==> config.mk <==
export PLATFORM = sky130hd
export DESIGN_NAME = regfile_sequencer
export DESIGN_NICKNAME = d
export VERILOG_FILES = /design/src/rtl/regfile_sequencer.sv
export SDC_FILE = /design/constraint.sdc
export NUM_CORES = 1
export LEC_CHECK = 0
export CAP_MARGIN = 40
export CORE_ASPECT_RATIO = 1.25
export CORE_MARGIN = 5
export CORE_UTILIZATION = 44
export CTS_CLUSTER_DIAMETER = 100
export CTS_CLUSTER_SIZE = 16
export DETAILED_ROUTE_END_ITERATION = 12
export GPL_ROUTABILITY_DRIVEN = 0
export PLACE_DENSITY = 0.86
export SLEW_MARGIN = 5
export SYNTH_ARGS = -nofsm -noshare
export SYNTH_HDL_FRONTEND = slang
export SYNTH_SLANG_ARGS = --single-unit
==> constraint.sdc <==
create_clock -name clock -period 3.7 [get_ports clock]
set_input_delay 1.11 -clock clock [delete_from_list [all_inputs] [get_ports clock]]
set_output_delay 1.11 -clock clock [all_outputs]
set_load 0.01 [all_outputs]
==> src/rtl/regfile_sequencer.sv <==
// Sequences the register file's edge-triggered x/y read and z write ports around an ALU
// start/done handshake, sharing the z write port with a loader via round-robin arbitration.
module regfile_sequencer #(
  parameter int unsigned W           = 8,
  parameter int unsigned SEL_W       = 4,
  parameter int unsigned ALU_TIMEOUT = 15
) (
  input  logic             clock,
  input  logic             reset,
  input  logic             op_valid,
  output logic             op_ready,
  input  logic [SEL_W-1:0] op_x_sel,
  input  logic [SEL_W-1:0] op_y_sel,
  input  logic [SEL_W-1:0] op_z_sel,
  input  logic             op_wb,
  input  logic             ld_valid,
  output logic             ld_ready,
  input  logic [SEL_W-1:0] ld_sel,
  input  logic [W-1:0]     ld_data,
  output logic             rf_x_enb,
  output logic             rf_y_enb,
  output logic             rf_z_enb,
  output logic [SEL_W-1:0] rf_x_sel,
  output logic [SEL_W-1:0] rf_y_sel,
  output logic [SEL_W-1:0] rf_z_sel,
  output logic [W-1:0]     rf_z_in,
  output logic             alu_start,
  input  logic             alu_done,
  input  logic [W-1:0]     alu_result,
  output logic             done,
  output logic             error,
  output logic             busy
);

  localparam int unsigned CntW = $clog2(ALU_TIMEOUT + 1);

  typedef enum logic [2:0] {StIdle, StRead, StSettle, StExec, StWrite, StRelease} state_e;
  typedef enum logic {SrcOp, SrcLd} src_e;

  state_e             state_q;
  src_e               src_q;
  src_e               last_grant_q;
  logic               wb_q;
  logic [SEL_W-1:0]   dst_q;
  logic [CntW-1:0]    cnt_q;

  logic               x_enb_q, y_enb_q, z_enb_q;
  logic [SEL_W-1:0]   x_sel_q, y_sel_q, z_sel_q;
  logic [W-1:0]       z_in_q;
  logic               alu_start_q, done_q, error_q, busy_q;

  logic idle;
  logic op_grant, ld_grant;

  // On a tie the requester that was not granted last wins.
  always_comb begin
    idle     = !reset && (state_q == StIdle);
    op_grant = op_valid && (!ld_valid || (last_grant_q == SrcLd));
    ld_grant = ld_valid && (!op_valid || (last_grant_q == SrcOp));
    op_ready = idle && op_grant;
    ld_ready = idle && ld_grant;
  end

  always_ff @(posedge clock) begin
    if (reset) begin
      state_q      <= StIdle;
      src_q        <= SrcOp;
      last_grant_q <= SrcLd;
      wb_q         <= 1'b0;
      dst_q        <= '0;
      cnt_q        <= '0;
      x_enb_q      <= 1'b0;
      y_enb_q      <= 1'b0;
      z_enb_q      <= 1'b0;
      x_sel_q      <= '0;
      y_sel_q      <= '0;
      z_sel_q      <= '0;
      z_in_q       <= '0;
      alu_start_q  <= 1'b0;
      done_q       <= 1'b0;
      error_q      <= 1'b0;
      busy_q       <= 1'b0;
    end else begin
      // Pulse outputs default low so every enable lasts exactly one cycle.
      x_enb_q     <= 1'b0;
      y_enb_q     <= 1'b0;
      z_enb_q     <= 1'b0;
      alu_start_q <= 1'b0;
      done_q      <= 1'b0;
      error_q     <= 1'b0;
      case (state_q)
        StIdle: begin
          if (op_ready) begin
            state_q      <= StRead;
            busy_q       <= 1'b1;
            src_q        <= SrcOp;
            last_grant_q <= SrcOp;
            wb_q         <= op_wb;
            dst_q        <= op_z_sel;
            x_sel_q      <= op_x_sel;
            y_sel_q      <= op_y_sel;
            x_enb_q      <= 1'b1;
            y_enb_q      <= 1'b1;
          end else if (ld_ready) begin
            state_q      <= StWrite;
            busy_q       <= 1'b1;
            src_q        <= SrcLd;
            last_grant_q <= SrcLd;
            z_sel_q      <= ld_sel;
            z_in_q       <= ld_data;
            z_enb_q      <= 1'b1;
          end
        end
        StRead: begin
          state_q     <= StSettle;
          alu_start_q <= 1'b1;
        end
        StSettle: begin
          state_q <= StExec;
          cnt_q   <= '0;
        end
        StExec: begin
          if (alu_done) begin
            cnt_q <= '0;
            if (wb_q) begin
              state_q <= StWrite;
              z_sel_q <= dst_q;
              z_in_q  <= alu_result;
              z_enb_q <= 1'b1;
            end else begin
              state_q <= StRelease;
              done_q  <= 1'b1;
            end
          end else if (cnt_q == CntW'(ALU_TIMEOUT - 1)) begin
            state_q <= StIdle;
            busy_q  <= 1'b0;
            error_q <= 1'b1;
            cnt_q   <= '0;
          end else begin
            cnt_q <= cnt_q + CntW'(1);
          end
        end
        StWrite: begin
          state_q <= StRelease;
          done_q  <= (src_q == SrcOp);
        end
        StRelease: begin
          state_q <= StIdle;
          busy_q  <= 1'b0;
        end
        default: begin
          state_q <= StIdle;
          busy_q  <= 1'b0;
        end
      endcase
    end
  end

  assign rf_x_enb  = x_enb_q;
  assign rf_y_enb  = y_enb_q;
  assign rf_z_enb  = z_enb_q;
  assign rf_x_sel  = x_sel_q;
  assign rf_y_sel  = y_sel_q;
  assign rf_z_sel  = z_sel_q;
  assign rf_z_in   = z_in_q;
  assign alu_start = alu_start_q;
  assign done      = done_q;
  assign error     = error_q;
  assign busy      = busy_q;

endmodule

==> results of run 1 <==
-- path summary, 6_finish.rpt --
check / endpoint / slack [ns]
worst max-delay path: op_ready / 0.04
worst min-delay path: dst_q[2] / 0.46
worst max register to register: rf_z_in[0] / 1.72
worst min register to register: dst_q[2] / 0.46
-- layout make-up --
class,count,area [sq um]
fill,359,1450
multi-input combinational,153,931
sequential,40,801
timing repair buffer,75,726
clock buffer,7,96.3
tap,56,70.1
inverter,7,27.5
-- registers in the layout (all words and copies together) (netlist names) --
name and cells:
alu_start 1, busy 1, cnt_q 4, done 1
dst_q 4, error 1, last_grant_q 1, rf_x_sel 4
rf_y_enb 1, rf_y_sel 4, rf_z_enb 1, rf_z_in 8
rf_z_sel 4, src_q 1, state_q 3, wb_q 1
-- cell usage after synthesis, drive strengths merged (2+ instances only) --
master,n
nor3,4
xor2,2
a211oi,2
a21oi,2
a21o,2
o31ai,2
nand3,2
nand2b,12
o21ai,16
dfxtp,40
ha,2
nand2,31
inv,6
buf,10
nor2,20
mux2i,12
nor3b,2
nor4,13
clkbuf,8
or2,2
a31oi,4
o22a,12
-- kinds of logic (layout without fill, tap and decap cells) --
| group | count (synthesis) | after routing | synth area share |
|---|---|---|---|
| compound gates | 44 | 44 | 0.160 |
| xor+xnor | 3 | 3 | 0.0141 |
| fa+ha+maj | 2 | 2 | 0.0134 |
| buf+inv | 25 | 89 | 0.0751 |
| flops | 40 | 40 | 0.429 |
| mux | 12 | 12 | 0.0643 |
| simple gates | 92 | 92 | 0.244 |
-- power groups by stage --
| stage | sequential, mW | combinational, mW | clock (mW) |
|---|---|---|---|
| final | 0.523 | 0.305 | 0.308 |
| after global routing | 0.530 | 0.333 | 0.339 |
| after CTS | 0.523 | 0.306 | 0.315 |
| after detailed placement | 0.533 | 0.305 | 0 |
| after global placement | 0.530 | 0.298 | 0 |
| after floorplan | 0.527 | 0.180 | 0 |
-- worst register-to-register path: stages (launching register included) --
cell and delay (ns):
dfxtp_1 0.55, and3b_1 0.23, buf_4 0.22, a21o_1 0.37, nor4_1 0.36, o22a_1 0.20
-- stage by stage --
step            util  hold WS (ns)  power, mW
2_1_floorplan      -         0.431      0.708
6_report       0.647         0.457       1.14
5_1_grt        0.647         0.477       1.20
3_5_place_dp   0.623         0.451      0.838
4_1_cts        0.647         0.462       1.14
3_3_place_gp   0.623         0.444      0.828
-- layer usage --
| layer | GRT usage | vias up |
|---|---|---|
| met1 | 0.205 | 819 |
| met3 | 0.0297 | 6 |
| met5 | 0 | - |
| met2 | 0.327 | 26 |
| met4 | 0.0868 | 0 |
| li1 | - | 884 |
-- timing repair --
item / 4_1_cts / 5_1_grt
setup endpoints to repair: 2 / 0
endpoints found under the hold margin: 0 / 0
gates resized for setup: 3 / 0
hold buffers: 0 / 0
==> flow_metrics.env, run 1 <==
export IMPL_cp_end_kind="primary output"
export IMPL_synth_edf_count=0
export IMPL_clockBufferDepth=2
export IMPL_viasPerCell=5.13
export IMPL_cts_max_level=2
export IMPL_intPower_mw=0.810
export IMPL_die_w_um=68.3
export IMPL_wl_per_cell_um=14.4
export IMPL_finClkSkew_ns=0.00584
export IMPL_core_area_sq_mm=0.00410
export IMPL_placed_cell_area_sq_mm=0.00255
export IMPL_hp_class="register to register"
export IMPL_insertion_delay_ns=0.29
export IMPL_maxCapViolations=0
export IMPL_portBuffers=66
export IMPL_antenna_found_initial=0
export IMPL_outcome="completed"
export IMPL_post_route_min_period_ns=3.66
export IMPL_maxSlewHeadroom=0.646
export IMPL_synthTopCellsByArea="dfxtp_1 43%, mux2i_1 6.4%, nand2_1 6.2%"
export IMPL_final_cell_mix="64 x clkdlybuf4s50_1, 40 x dfxtp_1, 31 x nand2_1"
export IMPL_cts_setup_buffers=0
export IMPL_final_common_cell="clkdlybuf4s50_1"
export IMPL_synth_largest_area_cell="dfxtp_1"
export IMPL_hold_depth=2
export IMPL_finalSetupViolations=0
export IMPL_via_count=1735
export IMPL_slowest_delay_ns=0.44
export IMPL_place_hpwl_um=3540
export IMPL_crit_buf_inv=3
export IMPL_final_antenna_net_count=0
export IMPL_reg2regPathDepth=5
export IMPL_grt_overflow=0
export IMPL_async_flop_share=0
export IMPL_ys_seq_area_frac=0.429
export IMPL_grt_max_degree=35
export IMPL_critPathKind="primary input to primary output"
export IMPL_wl_met3_um=124
export IMPL_ys_types=38
export IMPL_critPathTopFamily="buffers and inverters"
export IMPL_power_leakage_nw=1.05
export IMPL_layout_drive_gt1_share=0.0780
export IMPL_finalHoldViolations=0
export IMPL_crit_chain="clkdlybuf4s50_1 -> or4_4 -> or2_4 -> clkinv_2 -> dlygate4sd2_1"
export IMPL_die_h_um=82.8
export IMPL_wl_met2_um=2680
export IMPL_drv_slew=0
export IMPL_ios=67
export IMPL_highest_layer="met4"
export IMPL_grt_usage=0.185
export IMPL_cts_tree="done"
export IMPL_syn_avg_cell_area_sq_um=8.56
export IMPL_finalCritPeriodShare=0.990
export IMPL_setup_slack_ns=0.0385
export IMPL_slowest_stage="or4_4"
export IMPL_rsz0062_at_grt="no"
export IMPL_combPwrFrac=0.269
export IMPL_worst_pin_slew_ns=0.531
export IMPL_synth_top_area_frac=0.429
export IMPL_stdcell_area_sq_mm=0.00265
export IMPL_switching_power_mw=0.327
export IMPL_holdCritStartpoint="dst_q[2]"
export IMPL_syn_to_final_growth_pct=42.0
export IMPL_clkPwrFrac=0.271
export IMPL_startpoint="reset"
export IMPL_syn_inst=218
export IMPL_cts_root_buffer="clkbuf_8"
export IMPL_post_route_drc_count=0
export IMPL_rows=26
export IMPL_grt_pass1_vias=1678
export IMPL_worstPathRequired_ns=2.59
export IMPL_initial_utilization=0.455
export IMPL_grt_pass1_wl_um=7960
export IMPL_finalNonFillerCells=338
export IMPL_synth_main_ff_cell="dfxtp_1"
export IMPL_timing_fmax_ghz=0.273
export IMPL_dr_pass1_iters=4
export IMPL_place_inst=331
export IMPL_drt_iter0_drc=120
export IMPL_cp_max_fo=2
export IMPL_synthesis_area_sq_mm=0.00187
export IMPL_ir_drop_uv=244
export IMPL_cp_arrival_ns=2.55
export IMPL_pre_cts_slack_ns=-0.275
export IMPL_cts_made_buffers=5
export IMPL_cts_clk_slew_worst_paths_ns=0.07
export IMPL_cp_depth=5
export IMPL_finalWirelength_um=4880
export IMPL_power_density_mw_per_mm2=429
export IMPL_synth_net_count=258
export IMPL_diodes=0
export IMPL_wl_met1_um=1980
export IMPL_dieArea_sq_mm=0.00565
export IMPL_fin_nets=322
export IMPL_sw_frac_of_total=0.288
export IMPL_worstReg2RegStart="state_q[2]"
export IMPL_seq_power_share=0.460
export IMPL_synth_seq_cells=40
export IMPL_yosysWarningCount=0
export IMPL_clock_sinks=40
export IMPL_setup_tns_final_ns=0
export IMPL_start_kind="primary input"
(Power assumes the default switching activity.)
==> run 2: changes to the inputs <==
--- a/config.mk
+++ b/config.mk
@@ -12,7 +12,7 @@
 export CTS_CLUSTER_DIAMETER = 100
 export CTS_CLUSTER_SIZE = 16
 export DETAILED_ROUTE_END_ITERATION = 12
-export GPL_ROUTABILITY_DRIVEN = 0
+export GPL_ROUTABILITY_DRIVEN = 1
 export PLACE_DENSITY = 0.86
 export SLEW_MARGIN = 5
 export SYNTH_ARGS = -nofsm -noshare
==> results of run 2 <==
The final DEF is identical to that of run 1; final timing and power are the same.
